<file path="src/rtl/sync_modn_counter_if.sv">
// Control and status bundle for the mod-N counter.
// The master drives the controls; the slave (the counter) returns the count and its flags.
interface sync_modn_counter_if #(
  parameter int unsigned MOD    = 10,
  parameter int unsigned DIGITS = 2
);
  localparam int unsigned DW = $clog2(MOD);

  logic                   en;
  logic                   up;
  logic                   clr;
  logic                   load;
  logic [DIGITS*DW-1:0]   load_val;
  logic [DIGITS*DW-1:0]   q;
  logic                   tc;
  logic                   wrap;

  modport master (output en, up, clr, load, load_val, input q, tc, wrap);
  modport slave  (input en, up, clr, load, load_val, output q, tc, wrap);
endinterface

</file>
<file path="src/rtl/sync_modn_counter.sv">
// DIGITS cascaded mod-MOD digits with enable, up/down, sync clear, saturating parallel load,
// combinational terminal count and a registered wrap pulse. Carries ripple within one cycle.
module sync_modn_counter #(
  parameter int unsigned MOD    = 10,
  parameter int unsigned DIGITS = 2
) (
  input  logic                  clk,
  input  logic                  reset,
  sync_modn_counter_if.slave    bus
);
  localparam int unsigned DW = $clog2(MOD);
  localparam logic [DW-1:0] MAXD = DW'(MOD - 1);

  logic [DIGITS-1:0][DW-1:0] q_r;
  logic [DIGITS-1:0][DW-1:0] q_nxt;
  logic [DIGITS-1:0][DW-1:0] ld_sat;
  logic                      wrap_r;
  logic                      tc_c;
  logic                      carry;

  // Per-digit step logic; carry means every lower digit is terminal for the current direction.
  // An out-of-range digit counts as terminal-in-up so a corrupted state flushes back to 0.
  always_comb begin
    carry  = 1'b1;
    q_nxt  = q_r;
    ld_sat = '0;
    for (int k = 0; k < int'(DIGITS); k++) begin
      logic          t_up;
      logic          t_dn;
      logic [DW-1:0] ld;
      t_up = (q_r[k] >= MAXD);
      t_dn = (q_r[k] == '0);
      if (carry) begin
        if (bus.up) q_nxt[k] = t_up ? '0 : q_r[k] + DW'(1);
        else        q_nxt[k] = (t_dn || (q_r[k] > MAXD)) ? MAXD : q_r[k] - DW'(1);
      end
      carry     = carry & (bus.up ? t_up : t_dn);
      ld        = bus.load_val[k*DW +: DW];
      ld_sat[k] = (ld > MAXD) ? MAXD : ld;
    end
    tc_c = bus.en & carry;
  end

  // Priority: reset > clr > load > en; wrap marks a whole-counter rollover.
  always_ff @(posedge clk or posedge reset) begin
    if (reset) begin
      q_r    <= '0;
      wrap_r <= 1'b0;
    end else if (bus.clr) begin
      q_r    <= '0;
      wrap_r <= 1'b0;
    end else if (bus.load) begin
      q_r    <= ld_sat;
      wrap_r <= 1'b0;
    end else if (bus.en) begin
      q_r    <= q_nxt;
      wrap_r <= tc_c;
    end else begin
      wrap_r <= 1'b0;
    end
  end

  assign bus.q    = q_r;
  assign bus.tc   = tc_c;
  assign bus.wrap = wrap_r;
endmodule

</file>
<file path="src/flat_wrapper.sv">
// flat-port wrapper written by rule: the top's interface ports become plain ports
module sync_modn_counter_flat 
#(
  parameter int unsigned MOD    = 10,
  parameter int unsigned DIGITS = 2
)
  (clk, reset, bus_en, bus_up, bus_clr, bus_load, bus_load_val, bus_q, bus_tc, bus_wrap);
  sync_modn_counter_if #(.MOD(MOD), .DIGITS(DIGITS)) bus_i ();
  input  logic clk;
  input  logic reset;
  input wire logic [$bits(bus_i.en)-1:0] bus_en;
  input wire logic [$bits(bus_i.up)-1:0] bus_up;
  input wire logic [$bits(bus_i.clr)-1:0] bus_clr;
  input wire logic [$bits(bus_i.load)-1:0] bus_load;
  input wire logic [$bits(bus_i.load_val)-1:0] bus_load_val;
  output wire logic [$bits(bus_i.q)-1:0] bus_q;
  output wire logic [$bits(bus_i.tc)-1:0] bus_tc;
  output wire logic [$bits(bus_i.wrap)-1:0] bus_wrap;
  assign bus_i.en = bus_en;
  assign bus_i.up = bus_up;
  assign bus_i.clr = bus_clr;
  assign bus_i.load = bus_load;
  assign bus_i.load_val = bus_load_val;
  assign bus_q = bus_i.q;
  assign bus_tc = bus_i.tc;
  assign bus_wrap = bus_i.wrap;
  sync_modn_counter #(.MOD(MOD), .DIGITS(DIGITS)) u_core (.clk(clk), .reset(reset), .bus(bus_i));
endmodule
</file>
<file path="config.mk">
export PLATFORM = sky130hd
export DESIGN_NAME = sync_modn_counter_flat
export DESIGN_NICKNAME = d
export VERILOG_FILES = /design/src/rtl/sync_modn_counter_if.sv /design/src/rtl/sync_modn_counter.sv /design/src/flat_wrapper.sv
export SDC_FILE = /design/constraint.sdc
export NUM_CORES = 1
export LEC_CHECK = 0
export CORE_ASPECT_RATIO = 0.75
export CORE_MARGIN = 8
export CORE_UTILIZATION = 42
export CTS_CLUSTER_DIAMETER = 120
export CTS_CLUSTER_SIZE = 8
export DETAILED_ROUTE_END_ITERATION = 10
export PLACE_DENSITY = 0.84
export SLEW_MARGIN = 20
export SYNTH_ARGS = -nofsm -noshare
export SYNTH_HDL_FRONTEND = slang
export SYNTH_SLANG_ARGS = --single-unit
</file>
<file path="constraint.sdc">
create_clock -name clk -period 2 [get_ports clk]
set_input_delay 0.4 -clock clk [delete_from_list [all_inputs] [get_ports clk]]
set_output_delay 0.4 -clock clk [all_outputs]
set_load 0.01 [all_outputs]
</file>
# == Word level (Yosys, flattened, before mapping) ==
# Index checks and enable logic that the tools add are counted.
# op_classes
add_sub_neg,4
magnitude_cmp,6
n_mux,17
bitwise_logic,2
reduce_logical,7
# ops
operator,n
4-bit two-way mux,9
8-bit two-way mux,3
4-bit > comparator (second input constant),4
4-bit by 1-bit adder with 4-bit output (second input constant),2
4-bit greater-or-equal comparator (second input constant),2
4-bit logical NOT,2
4-bit by 1-bit subtractor with 4-bit output (second input constant),2
3-bit nonzero test,2
1-bit two-way mux,5
1-bit bitwise AND,2
1-bit logical OR,2
2-bit AND reduction,1
# word_totals
regBits,9
in_bits,14
word_cells,39

# == Depth between registers and ports, before layout ==
# Gate-level depths: netlist (run 1).
# logic_depth
word_depth,8
depth_mapped,7

# == Worst setup path before layout (run 1) ==
# OpenSTA, ideal clock, no wires.
# synth_path
path_kind,flip-flop to output port
from,reg u_core.q_r (netlist bit u_core.bus.q[1])
to,out bus_tc
arrival_time_ns,1.626
required_ns,1.600
path_slack_ns,-0.026
path_stages_with_launch,6
n_path_buf,0
path_cell_list,dfrtp_1 -> inv_1 -> ha_1 -> nor4b_1 -> o21ai_4 -> a21oi_1
# synth_via
elab_chain_cells,4
elab_cells_between_ends,5
cone_classes,order compare (1); mux (1); bitwise (2); reduce/logical (1)
# synth_rtl
element,line_no,source
start: declaration,sync_modn_counter.sv:14,logic [DIGITS-1:0][DW-1:0] q_r;
start signal: assignment,sync_modn_counter.sv:53,q_r <= ld_sat;
start signal: assignment,sync_modn_counter.sv:56,q_r <= q_nxt;
4-bit greater-or-equal comparator / 4-bit logical NOT (equally long branches),"sync_modn_counter.sv:31, sync_modn_counter.sv:32",
1-bit two-way mux (*),sync_modn_counter.sv:37,carry = carry & (bus.up ? t_up : t_dn);
1-bit bitwise AND (*),sync_modn_counter.sv:37,
1-bit bitwise AND (*),sync_modn_counter.sv:41,tc_c = bus.en & carry;
end: declaration,flat_wrapper.sv:17,output wire logic [$bits(bus_i.tc)-1:0] bus_tc;
# Mark *: on every way between the ends. The rest lies on a longest branch, timed or not.

# == Worst setup path after layout (run 1) ==
# layout_path
from,reg u_core.q_r (netlist bit u_core.bus.q[0])
to,out bus_tc
# The elaborated chain is that of the path after synthesis.

==> impl_metrics.csv, run 1 <==
group,metric,value,unit
status,outcome,"complete, but fails checks",
status,violations,"negative setup slack",
floorplan,die_area,0.00406,mm²
synthesis,syn_area,951,µm²
floorplan,fp.dieW,70.9,µm
pwr,leakage,0.673,nW
floorplan,coreArea,0.00221,mm²
setup_path,r2r-start,"u_core.bus.q[0]$_DFFE_PP0P_",
route,routed_wl,3.52,mm
route,firstDrtPassIters,4,
pwr,finalPower,0.762,mW
setup_path,rr_worst_depth,8,
synthesis,syn_nets,146,
sta,setup-violations-final,3,
clock_network,clk_latency,0.29,ns
placement,portBuffers,23,
sta,fmaxAchievable,453,MHz
sta,fin_crit_sh,1.10,
route,drt_iter0_drc,107,
route,drt-vias-per-instance,6.14,
placement,place_congestion,0.920,
clock_network,clk_path_buf_depth,2,
placement,post-dp-hpwl,2.59,mm
clock_network,cts_buffers,3,
pwr,powerDensity,510,mW/mm²
setup_path,startpoint_type,"register",
synthesis,ys_warn_count,0,
pwr,ir_drop,328,µV
setup_path,worst-path-max-fanout,3,
synthesis,synth_cell_types,40,
clock_network,cts_hold_buf,0,
global_route,grt_max_degree,19,
cells_and_area,fill_cells,185,
clock_network,cts_tree,"done",
cells_and_area,syn_to_final_growth,57.1,%
cells_and_area,utilization,0.675,
sta,setup_ws,-0.205,ns
global_route,grt_antenna_before_repair,0,
sta,finClkSkew,0.0172,ns
placement,placed_cells,198,
setup_path,crit_type,"register to output pin",
cells_and_area,antenna_cells,0,
synthesis,avgSynthCellArea,7.55,µm²
route,drc_errors,0,
sta,worst_slew_pin_slew,0.407,ns
route,routedWlPerCell,17.1,µm
sta,setup_tns,-0.247,ns
clock_network,root_buffer,"clkbuf_4",
sta,period_needed,2.21,ns
clock_network,cts.clk_slew.worst_paths,0.08,ns
sta,rsz0062_at_grt,"true",
floorplan,initial_utilization,0.429,
global_route,grt_pass1_vias,1209,
synthesis,ys_ff_latch,9,
cells_and_area,layout_commonest_cell,"buf_4",
sta,slew_headroom,0.728,
setup_path,crit_arrival,1.81,ns
global_route,grt_pass1_wl,5.64,mm
global_route,grt_overflow,0,
cells_and_area,layout.cells.non_filler,206,
setup_path,worst_r2r_endpoint,"u_core.bus.q[5]$_DFFE_PP0P_",
setup_path,worstPathRequired,1.60,ns
setup_path,reg2reg_slack,-0.04,ns
job,max_cap_violations,0,
clock_network,htree_levels,1,
setup_path,cp-end-kind,"output pin",
min_path,hold_class,"primary input to asynchronous set/reset pin",
synthesis,postSynthCellCount,126,
route,via_count,1265,
cells_and_area,nets,202,
cells_and_area,drive_gt1_frac,0.271,
cells_and_area,final_cell_mix,"buf_4, clkdlybuf4s50_1, nand2_1",
sta,finalHoldViolCount,0,
placement,preCtsSetupSlack,-0.549,ns
synthesis,synth_seq_area_share,0.237,
clock_network,cts.sinks,9,
floorplan,die_h,57.2,µm
global_route,grt_usage,0.172,
floorplan,rows,15,
sta,drv_slew,0,
route,drt.antenna.violating_nets,0,
floorplan,ios,24,
==> cell type report <==
class	instances	area (µm²)	share of cell area
clock buffers	4	26.3	0.0176
repair buffers	57	480	0.322
flip-flops and latches	9	225	0.151
inverters	10	37.5	0.0251
multi-input cells	101	693	0.464
well taps	25	31.3	0.0209
==> cell usage after synthesis (all sizes together) <==
master | n | area [µm²]
nor2 | 9 | 33.8
nand4b | 1 | 8.76
a22oi | 1 | 7.51
or4bb | 1 | 11.3
a21oi | 12 | 60.1
a211oi | 3 | 22.5
ha | 6 | 75.1
o31ai | 3 | 22.5
mux2i | 3 | 30.0
nor3b | 2 | 15.0
clkbuf | 5 | 18.8
and4 | 1 | 8.76
buf | 1 | 5.00
a311o | 2 | 20.0
o211ai | 1 | 7.51
or3 | 1 | 7.51
inv | 10 | 37.5
and4b | 1 | 10.0
a21boi | 1 | 7.51
nand2 | 13 | 48.8
nor2b | 5 | 38.8
and2 | 1 | 6.26
or2 | 1 | 6.26
a31oi | 3 | 18.8
o22ai | 1 | 6.26
nor3 | 7 | 40.0
a22o | 1 | 8.76
or3b | 1 | 8.76
nor4bb | 1 | 10.0
o21bai | 1 | 7.51
dfrtp | 9 | 225
and3b | 1 | 8.76
o311ai | 1 | 8.76
nor4b | 1 | 8.76
o21ai | 11 | 66.3
nand3 | 3 | 15.0
a2111oi | 1 | 8.76
==> sequential cells by signal, indices dropped and copies added, names as in the netlist <==
| register | count |
|---|---|
| u_core.bus.q | 8 |
| u_core.bus.wrap | 1 |
==> worst max-delay path by stage <==
| stage | start | to | cells after the start |
|---|---|---|---|
| after global placement | bus_up | bus_tc | 5 |
| after CTS | u_core.bus.q[0]$_DFFE_PP0P_ | bus_tc | 7 |
| after floorplan | u_core.bus.q[1]$_DFFE_PP0P_ | bus_tc | 6 |
| after detailed placement | bus_up | bus_tc | 5 |
| final | u_core.bus.q[0]$_DFFE_PP0P_ | bus_tc | 7 |
| after global routing | u_core.bus.q[0]$_DFFE_PP0P_ | bus_tc | 7 |
==> where the power goes <==
group	internal (mW)	switching (mW)
Sequential	0.195	0.0126
Combinational	0.203	0.192
Clock	0.0774	0.0818
==> stage by stage <==
stage                     instance area, µm²  hold WS (ns)
after floorplan                          957         0.228
after global placement                  1420         0.632
after detailed placement                1420         0.667
after CTS                               1480         0.403
after global routing                    1490         0.428
final                                   1490         0.395
==> layer usage <==
layer,vias to the layer above,global-route usage,wire (µm)
li1,574,-,-
met1,584,0.213,1450
met2,92,0.277,1600
met3,15,0.0402,367
met4,0,0.0737,99
met5,-,0,0
==> cells by family (layout without fill, tap and decap cells) <==
kind of cell / count (synthesis) / in the layout / synth area share
adder cells (fa/ha/maj): 6 / 6 / 0.0789
multiplexers: 3 / 3 / 0.0316
AND/OR/NAND/NOR: 50 / 50 / 0.301
buffers and inverters: 16 / 71 / 0.0645
AO/OA/AOI/OAI: 42 / 42 / 0.287
flip-flops: 9 / 9 / 0.237
==> worst max-delay path: stages, from the launching register on <==
cell     delay, ns
dfrtp_1       0.41
inv_1         0.08
ha_2          0.19
or3b_4        0.38
nor2b_4       0.15
o21ai_4       0.13
a21oi_2       0.05
buf_2         0.14
==> what timing repair did <==
item / 4_1_cts / 5_1_grt
endpoints found under the setup margin: 2 / 4
pin swaps: 2 / 0
gates resized for setup: 9 / 1
buffers inserted: 3 / 1
(Power assumes the default switching activity.)
==> run 2, diff against run 1 <==
Settings changed: GPL_ROUTABILITY_DRIVEN from default to 1, SKIP_LAST_GASP from default to 1.
==> results of run 2 <==
Same layout as run 1: the final DEF is identical, and so are final timing and power.
==> run 3, diff against run 2 <==
Settings changed: GPL_TIMING_DRIVEN from default to 1.
==> results of run 3 <==
Same layout as run 1: the final DEF is identical, and so are final timing and power.
